## src/rtl/restoring_div_pkg.sv

```systemverilog
// Shared definitions for the multiply-add dividend reconstruction block:
// default operand width, step-counter sizing and FSM state encoding.
package restoring_div_pkg;

  localparam int unsigned DEF_WIDTH = 16;

  // The counter must reach WIDTH itself, hence WIDTH+1 distinct values.
  function automatic int unsigned cnt_width(input int unsigned w);
    return $clog2(w + 1);
  endfunction

  localparam int unsigned CNT_W = cnt_width(DEF_WIDTH);

  typedef enum logic [1:0] {
    IDLE,
    RUN,
    DONE
  } state_t;

endpackage

```

## src/rtl/dividend_reconstruct_16bit.sv

```systemverilog
// Rebuilds dividend = quotient*divisor + remainder with a serial shift-add
// multiplier; flags high-half overflow and an out-of-range remainder.
module dividend_reconstruct_16bit
  import restoring_div_pkg::*;
#(
  parameter int unsigned WIDTH = DEF_WIDTH
) (
  input  logic               clk,
  input  logic               rst,
  input  logic               start,
  input  logic [WIDTH-1:0]   quotient,
  input  logic [WIDTH-1:0]   divisor,
  input  logic [WIDTH-1:0]   remainder,
  output logic               busy,
  output logic               done,
  output logic [2*WIDTH-1:0] product,
  output logic [WIDTH-1:0]   dividend,
  output logic               overflow,
  output logic               rem_invalid
);

  localparam int unsigned CW = cnt_width(WIDTH);

  state_t             state, state_n;
  logic [2*WIDTH-1:0] p;
  logic [2*WIDTH-1:0] mc;
  logic [WIDTH-1:0]   mq;
  logic [CW-1:0]      cnt;
  logic               rinv_cap;
  logic               load;
  logic               last_step;

  assign load      = start && (state != RUN);
  assign last_step = (cnt == CW'(WIDTH));

  always_comb begin
    state_n = state;
    case (state)
      IDLE:    if (start) state_n = RUN;
      RUN:     if (last_step) state_n = DONE;
      DONE:    state_n = start ? RUN : IDLE;
      default: state_n = IDLE;
    endcase
  end

  // The WIDTH add-shift steps finish with cnt==WIDTH; the following RUN
  // cycle only publishes P, giving the start-to-done latency of WIDTH+1.
  always_ff @(posedge clk) begin
    if (rst) begin
      state       <= IDLE;
      p           <= '0;
      mc          <= '0;
      mq          <= '0;
      cnt         <= '0;
      rinv_cap    <= 1'b0;
      product     <= '0;
      overflow    <= 1'b0;
      rem_invalid <= 1'b0;
    end else begin
      state <= state_n;
      if (load) begin
        p        <= {{WIDTH{1'b0}}, remainder};
        mc       <= {{WIDTH{1'b0}}, divisor};
        mq       <= quotient;
        cnt      <= '0;
        rinv_cap <= (remainder >= divisor);
      end else if (state == RUN) begin
        if (!last_step) begin
          if (mq[0]) p <= p + mc;
          mc  <= mc << 1;
          mq  <= mq >> 1;
          cnt <= cnt + 1'b1;
        end else begin
          product     <= p;
          overflow    <= |p[2*WIDTH-1:WIDTH];
          rem_invalid <= rinv_cap;
        end
      end
    end
  end

  assign busy     = (state == RUN);
  assign done     = (state == DONE);
  assign dividend = product[WIDTH-1:0];

endmodule

```

## config.mk

```make
export PLATFORM = sky130hd
export DESIGN_NAME = dividend_reconstruct_16bit
export DESIGN_NICKNAME = d
export VERILOG_FILES = /design/src/rtl/restoring_div_pkg.sv /design/src/rtl/dividend_reconstruct_16bit.sv
export SDC_FILE = /design/constraint.sdc
export NUM_CORES = 1
export LEC_CHECK = 0
export BUFFER_PORTS_ARGS = -buffer_cell sky130_fd_sc_hd__buf_2
export CAP_MARGIN = 10
export CORE_MARGIN = 2
export CORE_UTILIZATION = 30
export CTS_CLUSTER_SIZE = 20
export DETAILED_ROUTE_END_ITERATION = 16
export PLACE_DENSITY_LB_ADDON = 0.12
export SLEW_MARGIN = 10
export SYNTH_ARGS = -nofsm -noshare
export SYNTH_HDL_FRONTEND = slang
export SYNTH_SLANG_ARGS = --single-unit
```

## constraint.sdc

```tcl
create_clock -name clk -period 3.45 [get_ports clk]
set_input_delay 0.1725 -clock clk [delete_from_list [all_inputs] [get_ports clk]]
set_output_delay 0.1725 -clock clk [all_outputs]
set_load 0.01 [all_outputs]
```

Word level (Yosys, flattened, before mapping) --
Cells that the tools add are included.
Storage, ports and cells: word-level logic and storage cells 49, bits of input ports 51, bits in registers 122
Cells by class: reductions and logical operators 12, add/subtract/negate cells 2, equality and inequality tests 7, bitwise logic cells 2, $lt $le $gt $ge 1, multiplexer cells 14
Operators with widths (count):
- two-way mux 16 bit | 10
- adder 32 bit | 1
- greater-or-equal comparator 16 bit | 1
- OR reduction 16 bit | 1
- AND reduction 3 bit | 3
- one-hot mux 2 bit (3 select lines) | 1
- AND reduction 2 bit | 3
- adder 5 x 1 -> 5 bit, second input constant | 1
- equality test 5 bit, second input constant | 1
- two-way mux 2 bit | 2
- != test 2 x 1 -> 1 bit, second input constant | 2
- != test 2 bit, second input constant | 2
- nonzero test 2 bit | 2
- equality test 2 x 1 -> 1 bit, second input constant | 1
- equality test 2 bit, second input constant | 1
- logical NOT 2 bit | 1
- NOT 1 bit | 2
- OR reduction 2 bit | 1
- logical AND 1 bit | 1
- two-way mux 1 bit | 1

Longest topological paths before layout --
Gate-level depths: netlist of run 1.
depth after elaboration 5, mapped depth 11, gate-level depth less buffers 11

Worst setup path before layout of run 1 --
Ideal clock, no wire load.
path type register to register, start point register p[0], end point register p[28], data required time 3.334 ns, cell stages (with the launch flop) 12, buffers on the path 0, arrival 2.495 ns, setup slack 0.838 ns, clock period less this slack 2.612 ns, cells stage by stage dfxtp_1 > ha_1 > fa_1 > a21o_1 > a21oi_1 > o21ai_1 > a311oi_1 > nor2_1 > a31oi_2 > o21ai_1 > a31oi_1 > o21ai_1
On the way: word-level cells in the longest chain between the ends 1
RTL lines:
- start, declared | line dividend_reconstruct_16bit.sv:25 | logic [2*WIDTH-1:0] p;
- start signal, assigned | line dividend_reconstruct_16bit.sv:62 | p <= {{WIDTH{1'b0}}, remainder};
- start signal, assigned | line dividend_reconstruct_16bit.sv:69 | if (mq[0]) p <= p + mc;
- adder 32 bit | line dividend_reconstruct_16bit.sv:69
No other way between the ends. A chain may end at the register's enable or synchronous reset.

Worst setup path in the final report of run 1 --
Same ends and word-level chain as after synthesis.

==> impl_results.md, run 1 <==
- Status: completed
- Fmax: 335 MHz
- Metal2 WL: around 8000 um
- P_leak: 3.49 nW
- Wire length per cell: 15.8 um
- Gr usage total: between 10% and 20%
- Initial Util: between 30% and 40%
- Vias per cell: just under 5
- Later-pin clock latency in the skew report: approximately 430 ps
- Reg-to-reg slack, setup: between 400 and 500 ps
- FF+latch count, synth: 122
- Largest stage delay, worst path: around 420 ps
- CP top delay family: compound AO/OA/AOI/OAI gates
- Routed length on met3: ~880 um
- Total wire length: approximately 19,000 um
- H-tree levels: 4
- Synth Flop Type: dfxtp_1
- Commonest cells after routing, fill and taps aside: 157 x nand2_1, 122 x dfxtp_1, 102 x buf_2
- Placed cell count: ~1.2k
- GRT overflow: 0
- Hpwl dp: approximately 14,000 um
- Part of the cycle the worst path needs: just under 90%
- Clk sinks: 122
- Hold path startpoint: start
- Chip width: 153 um
- Max-slew headroom: about two fifths
- ANT nets after route: 0
- Io pins: 103
- RSZ-0062 raised after global routing: no
- Reg2reg start: p[0]
- FFs w/ async S/R, synth: 0%
- Worst R2R End: p[28]
- Clk slew on worst S/H paths: about 70 ps
- Min cycle time layout: between 2000 and 3000 ps
- Post-synth net total: ~940
- Kind of critical path: reg2reg
- Number of flops mapped to enable cells by yosys: 0
- Most frequent CP cell: o21ai_1
- Crit Path Max Fanout: 3
- Hold-critical path depth: 3
- Hold EP: state[0]
- First-pass GRT wire length: approximately 31,000 um
- Core Footprint: ~22,000 um2
- Critical Path End Type: flip-flop
- Vias in the first global route: 5,840
- Post-CTS sizing: 0
- Final instance count without filler cells: about 1.2k
- Commonest non-fill, non-tap cell in the layout: nand2_1
- Proportion of layout cells with a drive suffix above 1: approximately 19%
- Vias: ~6k
- Highest metal used: met4
- Total Die Area: between 20,000 and 25,000 um2
- Mapped Avg Cell Area: between 7 and 8 um2
- Slew at the pin with the worst max-slew slack: between 900 and 1000 ps
- CTS Buf Count: 17
- Nets: 1,011
- Synth unique cells: a little under 70
- Sequence of cells on the critical path: ha_1 > fa_1 > a21o_1 > a21oi_1 > o21ai_1 > a311oi_1 > nor2_1 > a31oi_2 > o21ai_1 > a31oi_1 > o21ai_1
- DRT iter0 DRCs: between 200 and 300
- First-pass DRT Iterations: 5
- Register area share after synthesis: 36.8%
- Reg2Reg Depth: 11
- Remaining routing DRC violations: 0
- Setup violators final: 0
- Clk buf depth: 2
- Initial antenna violation count: 0
- Max Cap Violations: 0
- Pin count of the biggest net entering global routing: 86
- Port Buffers: 102
- CP required: about 3800 ps
- Met1 WL: 10,000 um
- CTS tree: built
- Antenna Cells: 0
- TNS Setup: 0 ps
- Slew Limit Fails: 0
- Worst min-delay path class: in2reg
- Synth Cell Area: around 6600 um2
- Final Skew: roughly 12 ps
- Power per Cell Area: 490 nW/um2
- YS warnings: 0
- Placer's final routability congestion estimate: slightly above 0.8
- Clock root cell: clkbuf_16
- WP data arrival: between 3000 and 4000 ps
- Die height: 153 um
- FP Rows: 54
- Area Overhead vs Synth: 19.3%
- Critical path launch point type: flip-flop
- CP Buf/Inv Count: 0
- Post-Syn Instances: between 800 and 900
- Final Util: 36.4%
- Final Hold Viols: 0
- Slowest CP cell: fa_1
- Max VDD drop: roughly 0.33 mV
how the worst max path moves through the flow:
stage / start / endpoint / cells past startpoint
global placement: p[0] / p[28] / 11
detailed placement: p[0] / p[28] / 11
global route: p[0] / p[28] / 11
finish: p[0] / p[28] / 11
CTS: p[0] / p[28] / 11
floorplan: p[0] / p[28] / 11
routing by layer:
metal	track usage (%)	up-vias
met5	0	-
met4	4.72	0
met3	3.30	11
met2	25.0	131
met1	24.0	2738
li1	-	3080
flip-flops by register name, indices dropped and copies added, names as in the netlist:
register and cells:
mc 32, p 32, product 32, mq 16, cnt 5, state 2, overflow 1, rem_invalid 1
rinv_cap 1
worst register-to-register path, cell delays in order, from the launching register on:
cell and delay (ps):
dfxtp_1 330, ha_1 250, fa_1 420, a21o_1 200
a21oi_1 260, o21ai_1 160, a311oi_1 380, nor2_1 160
a31oi_2 320, o21ai_1 160, a31oi_1 190, o21ai_1 70
synth_stat cells, drive strengths merged (4+ instances only):
library cell	number	area [um2]
and2	4	28.8
ha	49	613
nand2b	7	43.8
inv	29	109
a311oi	4	35.0
a2111oi	23	201
nor4	10	62.6
nand2	159	602
buf	21	150
nor2	91	354
nand4	11	81.3
and3	6	40.0
o21ai	22	114
nor3	7	35.0
xor2	14	123
a21o	26	195
nand3	9	45.0
a211oi	6	50.1
a21oi	102	522
a22oi	15	113
a31oi	6	43.8
dfxtp	122	2440
xnor2	15	131
o21bai	5	37.5
clkbuf	39	166
where the power goes:
group          internal, mW  total, mW  switching [mW]
logic                 0.173      0.450           0.278
clock network          1.17       1.92           0.751
registers              1.46       1.51          0.0446
kinds of logic after synthesis:
kind of cell	synth area share (%)
AOI/OAI and AO/OA	22.3
adders and majority gates	9.54
and+or+nand+nor	20.9
buffers and inverters	6.56
DFF	36.8
muxes	0.151
xor gates and xnor gates	3.83
what timing repair did:
action	in CTS	in global routing
buffers inserted	0	0
hold buffers	1	0
hold endpoints to repair	1	0
metrics by stage:
step           total power [mW]  hold slack [ps]  worst slack, ps  cell area [um2]
2_1_floorplan              1.85              309              838             6640
6_report                   3.88             31.8              466             7910
3_3_place_gp               1.99              426              522             7270
5_1_grt                    4.06             31.9              223             7910
4_1_cts                    3.92             12.5              467             7910
3_5_place_dp               1.99              431              476             7270
area by class of cell:
| cell class | count | area, um2 |
|---|---|---|
| Timing Repair Buffer | 116 | 618 |
| Inverter | 29 | 109 |
| Multi-Input combinational cell | 624 | 3760 |
| Clock buffer | 17 | 425 |
| Tap cell | 280 | 350 |
| Clock inverter | 15 | 208 |
| Fill cell | 2356 | 13800 |
| Sequential cell | 122 | 2440 |
Note: power is estimated with default switching activity, not from simulation.
==> inputs of run 2 (changes only) <==
RECOVER_POWER = 50   (was unset)
==> impl_results.md, run 2 (synthesized netlist as in run 1, its figures left out) <==
- Filler Cell Count: 2,393 (+1.6%)
- Antenna Cells: 0 (unchanged)
- Failing checks: capacitance limit, slew limit
- CP Buf/Inv Count: 0 (unchanged)
- Vias per cell: 4.91 (-0.81%)
- CTS tree: built
- ANT nets after route: 0 (unchanged)
- Critical path launch point type: flip-flop
- Setup violators final: 0 (unchanged)
- CP top delay family: compound AO/OA/AOI/OAI gates
- Kind of critical path: reg2reg
- Reg-to-reg slack, setup: 450 ps (-20 ps)
- Max Cap Violations: 1 (+1)
- First-pass GRT wire length: 31,400 um (unchanged)
- Final Skew: 11.0 ps (-1.37 ps)
- Max VDD drop: 0.332 mV (+0.48%)
- First-pass DRT Iterations: 4 (-1)
- H-tree levels: 4 (unchanged)
- TNS Setup: 0 ps (unchanged)
- Min cycle time layout: 3000 ps (+17.6 ps)
- Wire length per cell: 15.9 um (+0.43%)
- Initial Util: 30.5% (unchanged)
- CP required: 3760 ps (about the same)
- Io pins: 103 (unchanged)
- Total wire length: 19,100 um (+0.43%)
- Largest stage delay, worst path: 420 ps (about the same)
- DRT iter0 DRCs: 309 (+4.0%)
- Gr usage total: 16.6% (unchanged)
- Clock root cell: clkbuf_16
- Commonest cells after routing, fill and taps aside: 157 x nand2_1, 122 x dfxtp_1, 99 x a21oi_1
- Clk slew on worst S/H paths: 70 ps (about the same)
- Clk sinks: 122 (unchanged)
- Slew at the pin with the worst max-slew slack: 1610 ps (+689 ps)
- Largest registers: mc: 32 flops, p: 32 flops, product: 32 flops
- Reg2Reg Depth: 11 (unchanged)
- WP data arrival: 3320 ps (about the same)
- Placer's final routability congestion estimate: 0.820 (unchanged)
- Pin count of the biggest net entering global routing: 86 (unchanged)
- Slowest CP cell: fa_1
- Post-CTS sizing: 0 (unchanged)
- Port Buffers: 102 (unchanged)
- Initial antenna violation count: 0 (unchanged)
- Part of the cycle the worst path needs: 87.0% (+0.51 points)
- Status: complete, but fails checks
- Vias: 5,912 (-0.81%)
- Most frequent CP cell: o21ai_1
- Fmax: 333 MHz (-0.58%)
- Hold EP: state[0]
- Hold path startpoint: start
- Later-pin clock latency in the skew report: 420 ps (about the same)
- Worst min-delay path class: in2reg
- Critical Path End Type: flip-flop
- Vias in the first global route: 5,840 (unchanged)
- Nets: 1,011 (unchanged)
- Sequence of cells on the critical path: ha_1 > fa_1 > a21o_1 > a21oi_1 > o21ai_1 > a311oi_1 > nor2_1 > a31oi_2 > o21ai_1 > a31oi_1 > o21ai_1
- Reg2reg start: p[0]
- CTS Buf Count: 17 (unchanged)
- Commonest non-fill, non-tap cell in the layout: nand2_1
- Final Util: 36.0% (-0.33 points)
- Chip width: 153 um (unchanged)
- Hold-critical path depth: 3 (unchanged)
- Hold Slack: 35.4 ps (+3.60 ps)
- Power per Cell Area: 494 nW/um2 (+0.77%)
- FP Rows: 54 (unchanged)
- Slew Limit Fails: 35 (+35)
- RSZ-0062 raised after global routing: no
- Hpwl dp: 13,900 um (unchanged)
- Clk buf depth: 2 (unchanged)
- P_leak: 3.25 nW (-6.7%)
- Area Overhead vs Synth: 18.2%
- Worst R2R End: p[28]
- Proportion of layout cells with a drive suffix above 1: 12.7% (-5.9 points)
- GRT overflow: 0 (unchanged)
- Core Footprint: 21,800 um2 (unchanged)
- Die height: 153 um (unchanged)
- Total Die Area: 23,300 um2 (unchanged)
- Max-slew headroom: -7.58% (-46 points)
- Crit Path Max Fanout: 3 (unchanged)
- Final Hold Viols: 0 (unchanged)
- Remaining routing DRC violations: 0 (unchanged)
- Post-CTS Setup Bufs: 0 (unchanged)
-- run 2: cell types whose count changed in the layout (fill, tap and decap cells not counted), sizes merged --
| cell | previous run | this run |
|---|---|---|
| buf | 115 | 61 |
| clkbuf | 17 | 71 |
-- run 2: metal layers --
| layer | global-route usage (%) | part of all wire [%] | vias up |
|---|---|---|---|
| li1 | - | - | 3081 |
| met1 | 24.0 | 52 | 2691 |
| met2 | 25.0 | 42 | 136 |
| met3 | 3.30 | 5.7 | 4 |
| met4 | 4.72 | 0.53 | 0 |
| met5 | 0 | 0 | - |
-- run 2: worst max path at each step --
stage | cells past startpoint | endpoint | slack, ps | startpoint
after floorplan | 11 | p[28] | 840 | p[0]
after global placement | 11 | p[28] | 520 | p[0]
after detailed placement | 11 | p[28] | 480 | p[0]
after CTS | 11 | p[28] | 470 | p[0]
after global routing | 11 | p[28] | 220 | p[0]
final | 11 | p[28] | 450 | p[0]
-- run 2: timing repair --
item | in CTS | in global routing
setup endpoints to repair | 0 | 0
endpoints found under the hold margin | 1 | 0
hold buffers | 1 | 0
-- run 2: area by class of cell --
cell class / count / area [um2] / area share (%)
Clock buffer: 17 / 425 / 5.43
Inverter: 29 / 109 / 1.39
Sequential cell: 122 / 2440 / 31.2
Tap cell: 280 / 350 / 4.47
Timing Repair Buffer: 116 / 546 / 6.96
Multi-Input combinational cell: 624 / 3760 / 48.0
Clock inverter: 15 / 208 / 2.65
-- run 2: power breakdown --
part	switching (mW)	internal (mW)
sequential	0.0444	1.46
clock	0.746	1.17
combinational	0.278	0.172
total	1.07	2.80
-- run 2: tightest hold or removal path, cell delays in order --
cell	delay [ps]
buf_2	110
nand2b_1	60
a21oi_1	50
-- run 2: through the flow --
stage / total power [mW] / instances / setup WS [ps] / instance area, um2
2_1_floorplan: 1.85 / 836 / 838 / 6640
3_3_place_gp: 1.99 / 1170 / 522 / 7270
3_5_place_dp: 1.99 / 1170 / 476 / 7270
4_1_cts: 3.92 / 1203 / 467 / 7910
5_1_grt: 4.05 / 1203 / 223 / 7840
6_report: 3.87 / 1203 / 448 / 7840
